===== config.mk =====
export PLATFORM = sky130hd
export DESIGN_NAME = multicycle_control_flat
export DESIGN_NICKNAME = d
export VERILOG_FILES = /design/src/rtl/mc_pkg.sv /design/src/rtl/multicycle_control_if.sv /design/src/rtl/mc_output_decode.sv /design/src/rtl/multicycle_control.sv /design/src/flat_wrapper.sv
export SDC_FILE = /design/constraint.sdc
export NUM_CORES = 1
export LEC_CHECK = 0
export BUFFER_PORTS_ARGS = -buffer_cell sky130_fd_sc_hd__buf_2
export CORE_MARGIN = 2
export CORE_UTILIZATION = 39
export DETAILED_ROUTE_END_ITERATION = 8
export GPL_TIMING_DRIVEN = 0
export PLACE_DENSITY_LB_ADDON = 0.12
export SYNTH_ARGS = -nofsm -noshare
export SYNTH_HDL_FRONTEND = slang
export SYNTH_SLANG_ARGS = --single-unit
export TNS_END_PERCENT = 30

===== constraint.sdc =====
create_clock -name clk -period 1.6 [get_ports clk]
set_clock_uncertainty 0.2 [all_clocks]
set_input_delay 0.32 -clock clk [delete_from_list [all_inputs] [get_ports clk]]
set_output_delay 0.32 -clock clk [all_outputs]
set_load 0.1 [all_outputs]

===== src/rtl/mc_pkg.sv =====
// Shared types and constants for the multicycle controller.
// MC_JUMP_EN adds the JUMP state and makes opcode 000010 legal.
package mc_pkg;

   typedef enum logic [3:0] {
      S_FETCH  = 4'd0,
      S_DECODE = 4'd1,
      S_MEMADR = 4'd2,
      S_MEMRD  = 4'd3,
      S_MEMWB  = 4'd4,
      S_MEMWR  = 4'd5,
      S_EXEC   = 4'd6,
      S_ALUWB  = 4'd7,
      S_BRANCH = 4'd8,
`ifdef MC_JUMP_EN
      S_JUMP   = 4'd9,
`endif
      S_ADDIEX = 4'd10,
      S_ADDIWB = 4'd11
   } state_e;

   localparam logic [5:0] OP_R    = 6'b000000;
   localparam logic [5:0] OP_LW   = 6'b100011;
   localparam logic [5:0] OP_SW   = 6'b101011;
   localparam logic [5:0] OP_BEQ  = 6'b000100;
   localparam logic [5:0] OP_ADDI = 6'b001000;
   localparam logic [5:0] OP_J    = 6'b000010;

   localparam logic [1:0] ALUOP_ADD   = 2'b00;
   localparam logic [1:0] ALUOP_SUB   = 2'b01;
   localparam logic [1:0] ALUOP_FUNCT = 2'b10;

   localparam logic [1:0] PCSRC_ALU    = 2'b00;
   localparam logic [1:0] PCSRC_ALUOUT = 2'b01;
   localparam logic [1:0] PCSRC_JUMP   = 2'b10;

   localparam logic [1:0] SRCB_REG    = 2'b00;
   localparam logic [1:0] SRCB_FOUR   = 2'b01;
   localparam logic [1:0] SRCB_IMM    = 2'b10;
   localparam logic [1:0] SRCB_IMM_SH = 2'b11;

   typedef struct packed {
      logic       pc_write;
      logic       pc_write_cond;
      logic       ior_d;
      logic       mem_read;
      logic       mem_write;
      logic       ir_write;
      logic       memto_reg;
      logic       reg_write;
      logic       reg_dst;
      logic       alu_src_a;
      logic [1:0] pc_source;
      logic [1:0] alu_op;
      logic [1:0] alu_src_b;
      logic       illegal_op;
      logic       instr_done;
   } ctrl_t;

   function automatic logic op_legal(input logic [5:0] op);
      case (op)
         OP_R, OP_LW, OP_SW, OP_BEQ, OP_ADDI: return 1'b1;
`ifdef MC_JUMP_EN
         OP_J:                                return 1'b1;
`endif
         default:                             return 1'b0;
      endcase
   endfunction

endpackage


===== src/rtl/multicycle_control_if.sv =====
// Controller <-> datapath signal bundle; master is the controller side.
interface multicycle_control_if;
   logic [5:0] opcode;
   logic       mem_ready;
   logic       PCWrite, PCWriteCond, IorD, MemRead, MemWrite, IRWrite;
   logic       MemtoReg, RegWrite, RegDst, ALUSrcA;
   logic [1:0] PCSource, ALUOp, ALUSrcB;
   logic [3:0] state;
   logic       illegal_op;
   logic       instr_done;

   modport master (
      input  opcode, mem_ready,
      output PCWrite, PCWriteCond, IorD, MemRead, MemWrite, IRWrite,
             MemtoReg, RegWrite, RegDst, ALUSrcA, PCSource, ALUOp, ALUSrcB,
             state, illegal_op, instr_done
   );

   modport slave (
      output opcode, mem_ready,
      input  PCWrite, PCWriteCond, IorD, MemRead, MemWrite, IRWrite,
             MemtoReg, RegWrite, RegDst, ALUSrcA, PCSource, ALUOp, ALUSrcB,
             state, illegal_op, instr_done
   );
endinterface


===== src/rtl/mc_output_decode.sv =====
// Moore control decode from state (plus mem_ready handshakes); all zero while enable is low.
// MC_JUMP_EN adds the JUMP row.
module mc_output_decode
   import mc_pkg::*;
(
   input  state_e     state,
   input  logic       mem_ready,
   input  logic [5:0] opcode,
   input  logic       enable,
   output ctrl_t      ctrl
);

   ctrl_t raw;

   always_comb begin
      // NOTE: every field gets a default first so no path through the case infers a latch.
      raw = '0;
      case (state)
         S_FETCH: begin
            raw.mem_read  = 1'b1;
            raw.alu_src_b = SRCB_FOUR;
            raw.ir_write  = mem_ready;
            raw.pc_write  = mem_ready;
         end
         S_DECODE: begin
            raw.alu_src_b  = SRCB_IMM_SH;
            raw.illegal_op = !op_legal(opcode);
            raw.instr_done = !op_legal(opcode);
         end
         S_MEMADR, S_ADDIEX: begin
            raw.alu_src_a = 1'b1;
            raw.alu_src_b = SRCB_IMM;
         end
         S_MEMRD: begin
            raw.mem_read = 1'b1;
            raw.ior_d    = 1'b1;
         end
         S_MEMWR: begin
            raw.mem_write  = 1'b1;
            raw.ior_d      = 1'b1;
            raw.instr_done = mem_ready;
         end
         S_MEMWB: begin
            raw.memto_reg  = 1'b1;
            raw.reg_write  = 1'b1;
            raw.instr_done = 1'b1;
         end
         S_EXEC: begin
            raw.alu_src_a = 1'b1;
            raw.alu_op    = ALUOP_FUNCT;
         end
         S_ALUWB: begin
            raw.reg_dst    = 1'b1;
            raw.reg_write  = 1'b1;
            raw.instr_done = 1'b1;
         end
         S_ADDIWB: begin
            raw.reg_write  = 1'b1;
            raw.instr_done = 1'b1;
         end
         S_BRANCH: begin
            raw.alu_src_a     = 1'b1;
            raw.alu_op        = ALUOP_SUB;
            raw.pc_write_cond = 1'b1;
            raw.pc_source     = PCSRC_ALUOUT;
            raw.instr_done    = 1'b1;
         end
`ifdef MC_JUMP_EN
         S_JUMP: begin
            raw.pc_write   = 1'b1;
            raw.pc_source  = PCSRC_JUMP;
            raw.instr_done = 1'b1;
         end
`endif
         default: ;
      endcase
      // Reset gating is combinational so nothing fires while reset is held.
      ctrl = enable ? raw : '0;
   end

endmodule


===== src/rtl/multicycle_control.sv =====
// Multicycle CPU control FSM: state register and next-state logic only.
// MC_JUMP_EN enables the j instruction (otherwise opcode 000010 is illegal).
module multicycle_control
   import mc_pkg::*;
(
   input  logic                  clk,
   input  logic                  reset,
   multicycle_control_if.master  bus
);

   state_e state_q, state_d;
   ctrl_t  ctrl;

   always_comb begin
      state_d = state_q;
      case (state_q)
         S_FETCH:  if (bus.mem_ready) state_d = S_DECODE;
         S_DECODE: begin
            case (bus.opcode)
               OP_LW, OP_SW: state_d = S_MEMADR;
               OP_R:         state_d = S_EXEC;
               OP_BEQ:       state_d = S_BRANCH;
               OP_ADDI:      state_d = S_ADDIEX;
`ifdef MC_JUMP_EN
               OP_J:         state_d = S_JUMP;
`endif
               default:      state_d = S_FETCH;
            endcase
         end
         S_MEMADR: begin
            if (bus.opcode == OP_LW)      state_d = S_MEMRD;
            else if (bus.opcode == OP_SW) state_d = S_MEMWR;
            else                          state_d = S_FETCH;
         end
         S_MEMRD:  if (bus.mem_ready) state_d = S_MEMWB;
         S_MEMWR:  if (bus.mem_ready) state_d = S_FETCH;
         S_EXEC:   state_d = S_ALUWB;
         S_ADDIEX: state_d = S_ADDIWB;
         // Write-back, branch, jump and any unused encoding all return to FETCH.
         default:  state_d = S_FETCH;
      endcase
   end

   // NOTE: sequential state uses non-blocking assignments so every flop samples pre-edge values.
   always_ff @(posedge clk or negedge reset) begin
      if (!reset) state_q <= S_FETCH;
      else        state_q <= state_d;
   end

   mc_output_decode u_output_decode (
      .state     (state_q),
      .mem_ready (bus.mem_ready),
      .opcode    (bus.opcode),
      .enable    (reset),
      .ctrl      (ctrl)
   );

   assign bus.PCWrite     = ctrl.pc_write;
   assign bus.PCWriteCond = ctrl.pc_write_cond;
   assign bus.IorD        = ctrl.ior_d;
   assign bus.MemRead     = ctrl.mem_read;
   assign bus.MemWrite    = ctrl.mem_write;
   assign bus.IRWrite     = ctrl.ir_write;
   assign bus.MemtoReg    = ctrl.memto_reg;
   assign bus.RegWrite    = ctrl.reg_write;
   assign bus.RegDst      = ctrl.reg_dst;
   assign bus.ALUSrcA     = ctrl.alu_src_a;
   assign bus.PCSource    = ctrl.pc_source;
   assign bus.ALUOp       = ctrl.alu_op;
   assign bus.ALUSrcB     = ctrl.alu_src_b;
   assign bus.illegal_op  = ctrl.illegal_op;
   assign bus.instr_done  = ctrl.instr_done;
   assign bus.state       = state_q;

endmodule


===== src/flat_wrapper.sv =====
// flat-port wrapper written by rule: the top's interface ports become plain ports
module multicycle_control_flat import mc_pkg::*;
  (clk, reset, bus_opcode, bus_mem_ready, bus_PCWrite, bus_PCWriteCond, bus_IorD, bus_MemRead, bus_MemWrite, bus_IRWrite, bus_MemtoReg, bus_RegWrite, bus_RegDst, bus_ALUSrcA, bus_PCSource, bus_ALUOp, bus_ALUSrcB, bus_state, bus_illegal_op, bus_instr_done);
  multicycle_control_if bus_i ();
  input  logic clk;
  input  logic reset;
  input wire logic [$bits(bus_i.opcode)-1:0] bus_opcode;
  input wire logic [$bits(bus_i.mem_ready)-1:0] bus_mem_ready;
  output wire logic [$bits(bus_i.PCWrite)-1:0] bus_PCWrite;
  output wire logic [$bits(bus_i.PCWriteCond)-1:0] bus_PCWriteCond;
  output wire logic [$bits(bus_i.IorD)-1:0] bus_IorD;
  output wire logic [$bits(bus_i.MemRead)-1:0] bus_MemRead;
  output wire logic [$bits(bus_i.MemWrite)-1:0] bus_MemWrite;
  output wire logic [$bits(bus_i.IRWrite)-1:0] bus_IRWrite;
  output wire logic [$bits(bus_i.MemtoReg)-1:0] bus_MemtoReg;
  output wire logic [$bits(bus_i.RegWrite)-1:0] bus_RegWrite;
  output wire logic [$bits(bus_i.RegDst)-1:0] bus_RegDst;
  output wire logic [$bits(bus_i.ALUSrcA)-1:0] bus_ALUSrcA;
  output wire logic [$bits(bus_i.PCSource)-1:0] bus_PCSource;
  output wire logic [$bits(bus_i.ALUOp)-1:0] bus_ALUOp;
  output wire logic [$bits(bus_i.ALUSrcB)-1:0] bus_ALUSrcB;
  output wire logic [$bits(bus_i.state)-1:0] bus_state;
  output wire logic [$bits(bus_i.illegal_op)-1:0] bus_illegal_op;
  output wire logic [$bits(bus_i.instr_done)-1:0] bus_instr_done;
  assign bus_i.opcode = bus_opcode;
  assign bus_i.mem_ready = bus_mem_ready;
  assign bus_PCWrite = bus_i.PCWrite;
  assign bus_PCWriteCond = bus_i.PCWriteCond;
  assign bus_IorD = bus_i.IorD;
  assign bus_MemRead = bus_i.MemRead;
  assign bus_MemWrite = bus_i.MemWrite;
  assign bus_IRWrite = bus_i.IRWrite;
  assign bus_MemtoReg = bus_i.MemtoReg;
  assign bus_RegWrite = bus_i.RegWrite;
  assign bus_RegDst = bus_i.RegDst;
  assign bus_ALUSrcA = bus_i.ALUSrcA;
  assign bus_PCSource = bus_i.PCSource;
  assign bus_ALUOp = bus_i.ALUOp;
  assign bus_ALUSrcB = bus_i.ALUSrcB;
  assign bus_state = bus_i.state;
  assign bus_illegal_op = bus_i.illegal_op;
  assign bus_instr_done = bus_i.instr_done;
  multicycle_control u_core (.clk(clk), .reset(reset), .bus(bus_i));
endmodule

---- Word-level counts from Yosys, hierarchy flattened ----
Index checks and enable logic that the tools add are counted.
storage, ports and cells
  word-level logic and storage cells ...... 54
  output and inout port bits .............. 22
  register bits after elaboration ......... 4
  input port bits ......................... 9
cells by class
  multiplexer cells ....................... 24
  reductions and logical operators ........ 12
  equality and inequality tests ........... 17
operators by type and width
  operator            count
  $pmux 4 s7          1
  $mux 18             1
  $eq 4x3->1 const B  4
  $mux 4              4
  $pmux 4 s4          1
  $mux 1              13
  $eq 4x4->1 const B  3
  $eq 6x6->1 const B  2
  $eq 4x2->1 const B  2
  $reduce_or 2->1     4
  $reduce_or 4->1     2
  $eq 6x3->1 const B  1
  $eq 6x4->1 const B  1
  $logic_not 6->1     1
  $ne 2x2->1 const B  3
  $pmux 2 s3          1
  $reduce_or 5->1     1
  $eq 4x1->1 const B  1
  $logic_not 4->1     1
  $pmux 2 s2          1
  $mux 3              1
  $pmux 1 s3          1
  $reduce_and 3->1    1
  $reduce_or 3->1     1
  $logic_not 1->1     1

---- Logic depth before layout (Yosys ltp) ----
Gate-level depths: netlist of run 1.
  depth in word-level cells ............... 7
  gate-level depth with buffers ........... 5
  gate-level depth less buffers ........... 3

---- Hierarchy ----
From an unflattened synthesis of run 1, not the netlist that was laid out.
second synthesis, totals
  cells, all modules ...................... 87
  area total of the unflattened synthesis .. 669.4 um^2
by module, submodules not included
  module              seq. area each (um^2)  times used  cells an instance  area an instance (um^2)
  multicycle_control  100.1                  1           44                 386.6
  mc_output_decode    0.0                    1           43                 282.8

---- Worst setup path after synthesis of run 1 ----
Ideal clock, no wire load.
  kind .................................... register to output
  start ................................... register u_core.state_q[0] (netlist: u_core.bus.state[0])
  end ..................................... output port bus_ALUSrcB[1]
  data arrival time ....................... 3.709 ns
  data required time ...................... 1.080 ns
  slack ................................... -2.629 ns
  path buffers ............................ 0
  cell stages (with the launch flop) ...... 4
  cell sequence ........................... dfrtp_1 nor2b_1 a21oi_1 nor3b_1
between the ends
  cells in the longest elaborated chain, start to end .. 4
  elaborated cells between the ends (all ways) .. 7
  those cells by class .................... 3 x eq/ne; 2 x mux; 2 x reduce/logical
RTL lines
  item                                      RTL line                  RTL
  start: declaration                        multicycle_control.sv:11  state_e state_q, state_d;
  start signal: assignment                  multicycle_control.sv:47  else state_q <= state_d;
  $eq 4x4->1 or $eq 4x2->1 (tied branches)  mc_output_decode.sv:18    case (state)
  $reduce_or 2->1                           --
  $pmux 2 s3 (*)                            mc_output_decode.sv:18
  $mux 18 (*)                               mc_output_decode.sv:78    ctrl = enable ? raw : '0;
  end: declaration                          flat_wrapper.sv:21        output wire logic [$bits(bus_i.ALUSrcB)-1:0] bus_ALUSrcB;
Mark *: on every way between the ends. The rest lies on a longest branch, timed or not.

---- Final worst setup path of run 1 ----
  start ................................... register u_core.state_q[2] (netlist: u_core.bus.state[2])
  end ..................................... output port bus_instr_done
between the ends
  cells in the longest elaborated chain, start to end .. 4
  elaborated cells between the ends (all ways) .. 9
  those cells by class .................... 6 x eq/ne; 2 x mux; 1 x reduce/logical
RTL lines
  item                                      RTL line                RTL
  $eq 4x4->1 or $eq 4x3->1 (tied branches)  mc_output_decode.sv:18
  $reduce_or 4->1 (no line)                 --
  $pmux 1 s3 (*)                            mc_output_decode.sv:18
  $mux 18 (*)                               mc_output_decode.sv:78
  end: declaration                          flat_wrapper.sv:24      output wire logic [$bits(bus_i.instr_done)-1:0] bus_instr_done;
Marked as above.

==> results.md, run 1 <==
- Critical Path RT: 1080 ps
- Relative slew slack: 0.5680
- CP delay by family, top: flip-flops
- Total chip power: 721.0 uW
- Most frequent cells in the layout: buf_4 (15), buf_6 (12), buf_12 (12), buf_2 (9), nand2_1 (6)
- Ant. Diodes: 0
- Largest register FFs: 4
- Reg2reg setup slack: -170 ps
- Final ANT Viol Nets: 0
- Most common cell after layout, fill and taps aside: buf_4
- Total gr overflow: 0
- Starting Density: 0.4099
- CTS max path bufs: 2
- Pins Over Slew Limit: 0
- Largest net degree at the start of global routing: 11
- Port buffer count: 29
- Max VDD drop: roughly 0.54 mV
- Gr usage total: 0.2634
- # fillers: 50
- Critical Path Start: u_core.bus.state[2]
- Pwr/cell area: 528.2 nW/um^2
- Final Hold Fails: 0
- Yosys reg bits: 4
- CTS clock-pin slew for the worst setup and hold paths: 40 ps
- Max_cap viols: 0
- Crit. path cell count: 5
- Dpl ws: -836.8 ps
- FF-to-FF Start: u_core.bus.state[2]
- Vias/cell: 6.260
- TritonCTS Buffers: 3
- Total buffers and inverters traversed by the critical path: 2
- Worst Hold Class: in -> reg
- Max Fclk: 439.6 MHz
- CORE AREA: 1471 um^2
- Reg2Reg Capture Point: u_core.bus.state[0]
- Hold slack: 199.0 ps
- # nets final: 141
- Yosys warnings: 0
- Clock latency on the worst-skew pair: 240 ps
- DP Wirelength: 1323 um
- RSZ-0062 raised after global routing: yes
- Critical Path End Type: primary output
- Crit path launch type: flop
- DRT Pass-1 Iters: 4
- Final setup fails: 22
- CTS tree: built
- Area growth syn-to-layout: 126.3%
- Number of global-route vias before repair: 808
- Critical path endpoint: bus_instr_done
- Clock sink count: 4
- Syn Nets: 92
- Violations in the final reports: negative setup slack
- # DRC: 0
- CP max-delay cell: dfrtp_4
- Share of layout cells above drive strength 1: 0.6692
- CTS root buffer: clkbuf_4
- Initial antenna violation count: 0
- Crit path arrival time: 1750 ps
- First-pass GRT wire length: 3795 um
- Avg Inst Size Synth: a little over 7 um^2
- Final Cycle Share: 1.422
- Crit path top cell by count: buf_6
- Critical Setup Path Class: reg -> out
- Wire length after detailed routing: 3094 um
- CP cell instances: buf_6 > nor3b_4 > nand2_1 > o211ai_1 > buf_6
- Pleak: 0.0005704 uW
- Outcome: finished, violations left
- Syn Inst Count: 83
- Sequential area share after synthesis: 0.1660
- Full die area: 1877 um^2
- Via count: 914
- DR WL/cell: 21.19 um
- I/O pin count: 31
- Measured slew at the worst slew-check pin: 642.1 ps
- Tmin final: 2275 ps
- Gp weighted congestion: 0.8041
- Setup slack after layout: -674.9 ps
- Synth Cell Area: 603.1 um^2
- H-tree depth: 1
- Die H: 43.33 um
- FP Rows: 14
- Initial DRC Count: 29
- CP peak stage delay: 490 ps
- Cell variety after synth: 38
- Worst r2r path cells: 5
- Die Width: between 40 and 50 um
- Crit Path Max Fanout: 5
-- routing by layer --
metal / share of wire / vias up / GRT usage
met5: 0 / - / 0
met4: 0.052 / 0 / 0.07879
met3: 0.071 / 18 / 0.04681
met2: 0.52 / 66 / 0.4299
met1: 0.36 / 431 / 0.3531
li1: - / 399 / -
-- worst min path at each step --
stage | start | end | slack (ps) | depth (start not counted)
floorplan | reset | u_core.bus.state[0] | -180 | 0
finish | bus_opcode[3] | u_core.bus.state[1] | 200 | 2
global route | bus_opcode[3] | u_core.bus.state[1] | 200 | 2
CTS | bus_opcode[3] | u_core.bus.state[1] | 200 | 2
detailed placement | reset | u_core.bus.state[2] | -70 | 1
global placement | reset | u_core.bus.state[3] | -70 | 1
-- metrics by stage --
stage / instances / setup TNS [ps] / cell area [um^2] / utilization
3_3_place_gp: 128 / -9538 / 878.3 / 0.5969
4_1_cts: 142 / -7963 / 1241 / 0.8435
5_1_grt: 146 / -9979 / 1365 / 0.9277
3_5_place_dp: 128 / -9907 / 878.3 / 0.5969
6_report: 146 / -9206 / 1365 / 0.9277
2_1_floorplan: 83 / -17330 / 713.2 / -
-- power breakdown --
part	total (uW)	internal, uW	switching, uW
registers	120	109	11.0
logic	469	153	317
clock network	131	84.3	46.8
total	721	346	375
-- cells by family (layout without fill, tap and decap cells) --
logic type / count (synthesis) / count (layout) / share of synthesized area
AOI/OAI and AO/OA: 18 / 18 / 0.2261
xor gates and xnor gates: 3 / 3 / 0.04358
and+or+nand+nor: 43 / 43 / 0.4212
muxes: 1 / 1 / 0.01660
other: 1 / 1 / 0.006218
buffers and inverters: 13 / 60 / 0.1203
DFF: 4 / 4 / 0.1660
-- cells in the mapped netlist, drive strengths merged --
| library cell | instances | area, um^2 |
|---|---|---|
| a31oi | 2 | 12.51 |
| nand2b | 2 | 12.51 |
| nor3b | 3 | 27.52 |
| nor4b | 1 | 8.760 |
| and3 | 2 | 12.51 |
| buf | 8 | 53.80 |
| nand4 | 1 | 6.260 |
| o221ai | 2 | 17.52 |
| or4 | 1 | 7.510 |
| a211oi | 1 | 7.510 |
| and3b | 1 | 8.760 |
| nor2b | 6 | 37.54 |
| nor3 | 4 | 20.02 |
| o32ai | 1 | 8.760 |
| o31ai | 1 | 7.510 |
| xor2 | 3 | 26.28 |
| mux2i | 1 | 10.01 |
| nor2 | 7 | 26.28 |
| inv | 4 | 15.01 |
| or2 | 1 | 6.260 |
| o211ai | 4 | 30.03 |
| nand2 | 7 | 26.28 |
| and4b | 3 | 31.28 |
| o21ai | 1 | 5.000 |
| nand3 | 2 | 10.01 |
| conb | 1 | 3.750 |
| a221oi | 1 | 8.760 |
| o2111ai | 2 | 23.77 |
| clkbuf | 1 | 3.750 |
| dfrtp | 4 | 100.1 |
| a21oi | 3 | 15.01 |
| nor4 | 1 | 6.260 |
| and2 | 1 | 6.260 |
-- area by class of cell --
class / instances / area, um^2 / area share
inverters: 4 / 18.77 / 0.01375
multi-input cells: 66 / 605.6 / 0.4436
plain buffers: 9 / 91.34 / 0.06691
clock buffers: 3 / 22.52 / 0.01650
repair buffers: 44 / 491.7 / 0.3602
flip-flops and latches: 4 / 115.1 / 0.08433
well taps: 16 / 20.02 / 0.01467
-- what timing repair did --
item,4_1_cts,5_1_grt
hold buffers,1,0
setup endpoints to repair,22,20
hold endpoints to repair,4,0
buffers inserted,9,4
pin swaps,8,6
resized for setup,73,19
gates cloned,1,0
Power figures use the tool's default switching activity.
==> run 2, diff against run 1 <==
- CORE_MARGIN: 2 -> 1
- CORE_UTILIZATION: 39 -> 41
- SYNTH_HIERARCHICAL: default -> 1
==> run 2 against run 1 <==
Against the previous run:
- the run still ends with negative setup slack left
- utilization fell by 2.5 points
- combinational power rose to 4.8 times the previous value
- final cell count rose by 2.1%
- largest power group unchanged
- routed wire length rose by 7.4%
- via count rose by 3.7%
- sequential share of layout area fell by 0.25 points
- global-route usage rose by 4.2 points
- highest routed layer unchanged
- synthesized cell count rose by 4.8%
- critical path type unchanged
- first-iteration DRC count rose by 97%
- critical path depth did not move
- non-clock buffer count fell by 1
==> results.md, run 2 <==
- Clock Power Share: 0.050 (-0.132)
- Final setup fails: 21 (-4.5%)
- Net Sw Frac: 0.5845 (+0.06485)
- Measured slew at the worst slew-check pin: 625.9 ps (-16.24 ps)
- # nets final: 144 (+2.1%)
- Vias/cell: 6.362 (+1.6%)
- Sum Neg Setup Slack: -8949 ps (+257.1 ps)
- Clock sink count: 4 (unchanged)
- Number of synthesized flops with an enable pin: 0 (unchanged)
- Clock latency on the worst-skew pair: 240 ps (about the same)
- Gr usage total: 0.3050 (+0.04158)
- Full die area: 1798 um^2 (-4.2%)
- WL met2: 1664 um (+4.0%)
- Max VDD drop: 1.605 mV (+200%)
- Post-synth top cells: nor2_1 (12), buf_4 (7), nand4b_1 (6), nand2_1 (5)
- Met3 Routed Length: 328 um (+50%)
- CTS tree: built
- Pins Over Slew Limit: 0 (unchanged)
- Cell Int Power: 1085 uW (+210%)
- DP Wirelength: 1244 um (-6.0%)
- Ys async rst share: 1.000 (unchanged)
- Gate power share: 0.869 (+0.218)
- Most frequent cells in the layout: buf_4 (18), buf_12 (14), buf_6 (10), buf_2 (8), nand4b_1 (6)
- Worst Hold Class: in -> reg
- Via count: 948 (+3.7%)
- Critical Setup Path Class: reg -> out
- Die H: 42.41 um (-2.1%)
- M1 WL: 1224 um (+10%)
- Pleak: 0.0005731 uW (+0.49%)
- RSZ-0062 raised after global routing: yes
- TritonCTS Buffers: 3 (unchanged)
- Ant. Diodes: 0 (unchanged)
- Gp weighted congestion: 0.7881 (-2.0%)
- CTS clock-pin slew for the worst setup and hold paths: 50 ps (about the same)
- Yosys warnings: 6 (+6)
- Final Hold Fails: 0 (unchanged)
- Sequential area share after synthesis: 0.1495 (-0.01644)
- Yosys reg bits: 4 (unchanged)
- Cell variety after synth: 38 (unchanged)
- Syn Nets: 96 (+4.3%)
- Critical Path End Type: primary output
- Outcome: finished, violations left
- Tmin final: 2249 ps (-25.99 ps)
- Cell with the most instances after synthesis: nor2_1
- First-pass GRT wire length: 4146 um (+9.2%)
- Synth Cell Area: 669.4 um^2 (+11%)
- Pwr/cell area: 1898 nW/um^2 (+260%)
- Syn Inst Count: 87 (+4.8%)
- Synth area leaders: dfrtp_1 (15%), buf_4 (7.9%), nand4b_1 (7.9%)
- Number of global-route vias before repair: 763 (-5.6%)
- Crit Path Max Fanout: 5 (unchanged)
- CP peak stage delay: 500 ps (about the same)
- Max Fclk: 444.7 MHz (+1.2%)
- Final Cycle Share: 1.406 (-0.01624)
- Top Layer Used: met4
- Setup slack after layout: -648.9 ps (+25.99 ps)
- I/O pin count: 31 (unchanged)
- Seq pwr share: 0.082 (-0.085)
- # DRC: 0 (unchanged)
- Largest register FFs: 4 (unchanged)
- CP max-delay cell: dfrtp_4
- Total chip power: 2612 uW (+260%)
- Critical Path RT: 1080 ps (about the same)
- Largest net degree at the start of global routing: 12 (+1)
- Initial antenna violation count: 0 (unchanged)
- Sw Pwr: 1527 uW (+310%)
- Die Width: 42.41 um (-2.1%)
- Yosys top cell area share: 0.1495 (-0.01644)
- H-tree depth: 1 (unchanged)
- Crit path launch type: flop
- DRT Pass-1 Iters: 4 (unchanged)
- Starting Density: 0.4392 (+0.02938)
- Top_reg_cell synth: dfrtp_1
- Share of layout cells above drive strength 1: 0.6767 (+0.007461)
- Initial DRC Count: 57 (+97%)
- CTS max path bufs: 2 (unchanged)
- CP cell instances: and2b_2 > nand2b_4 > nor4_4 > o21bai_4 > buf_12
- Relative slew slack: 0.5789 (+0.01092)
- Final core utilization: 0.9031 (-0.02460)
- Max_cap viols: 0 (unchanged)
- Port buffer count: 29 (unchanged)
- Area growth syn-to-layout: 105.6%
- Crit path arrival time: 1730 ps (-20 ps)
- Final ANT Viol Nets: 0 (unchanged)
- Total gr overflow: 0 (unchanged)
- Wire length after detailed routing: 3323 um (+7.4%)
- FP Rows: 14 (unchanged)
- Cell accounting for the most synthesized area: dfrtp_1
- DR WL/cell: 22.30 um (+5.2%)
- CTS root buffer: clkbuf_4
- Avg Inst Size Synth: 7.694 um^2 (+5.9%)
- CORE AREA: 1524 um^2 (+3.6%)
- Most common cell after layout, fill and taps aside: buf_4
- Violations in the final reports: negative setup slack
==> run 2: power by group through the flow <==
stage | clock network (uW) | registers (uW) | logic [uW]
2_1_floorplan | 0 | 419 | 1090
3_3_place_gp | 0 | 214 | 1490
3_5_place_dp | 0 | 214 | 1510
4_1_cts | 126 | 208 | 1950
5_1_grt | 140 | 217 | 2320
6_report | 129 | 213 | 2270
==> run 2: metal layers <==
metal / up-vias / GRT usage
li1: 404 / -
met1: 444 / 0.3858
met2: 86 / 0.5292
met3: 14 / 0.05172
met4: 0 / 0.08125
met5: - / 0
==> run 2: stage by stage <==
stage / area (um^2) / worst slack [ps] / cells / hold WS (ps)
after floorplan: 725.7 / -1530 / 87 / -175.6
after global placement: 890.9 / -599.8 / 132 / -36.28
after detailed placement: 890.9 / -627.9 / 132 / -35.10
after CTS: 1251 / -578.0 / 144 / 285.6
after global routing: 1376 / -676.5 / 149 / 330.5
final: 1376 / -648.9 / 149 / 323.2
==> run 2: path summary, 6_finish.rpt <==
path / start / end / slack, ps / cells past startpoint
hold / removal: bus_opcode[4] / u_core/bus.state[1] / 320 / 3
setup reg to reg: u_core/bus.state[0] / u_core/bus.state[0] / -200 / 4
hold reg to reg: u_core/bus.state[2] / u_core/bus.state[3] / 610 / 2
setup / recovery: u_core/bus.state[3] / bus_instr_done / -650 / 5
max in group asynchronous: reset / u_core/bus.state[1] / 620 / 2
min in group asynchronous: reset / u_core/bus.state[3] / 360 / 2
==> run 2: critical path: cells and delay by family, from the launching register on <==
family | cells | cell delay, ps
AOI/OAI and AO/OA | 1 | 200
buffers and inverters | 1 | 190
DFF | 1 | 500
and+or+nand+nor | 3 | 590
==> run 2: timing repair <==
item	CTS	global route
hold buffers	1	0
endpoints found under the setup margin	24	23
endpoints found under the hold margin	4	0
setup buffers	8	5
resized for setup	75	23
pin swaps	7	3
==> run 2: layout make-up <==
type | instances | area [um^2]
plain buffers | 9 | 86.33
clock buffers | 3 | 22.52
fillers | 57 | 147.6
inverters | 2 | 7.507
multi-input cells | 72 | 620.6
flip-flops and latches | 4 | 112.6
well taps | 16 | 20.02
repair buffers | 43 | 506.7
==> run 2: logic make-up (layout without fill, tap and decap cells) <==
logic type      Yosys count  count (layout)  share of synthesized area
flops                     4               4                     0.1495
xor+xnor                  2               2                    0.02617
compound gates           17              17                     0.1739
mux                       2               2                    0.02991
other cells               1               1                   0.005602
simple gates             50              50                     0.4916
buf+inv                  11              57                     0.1234
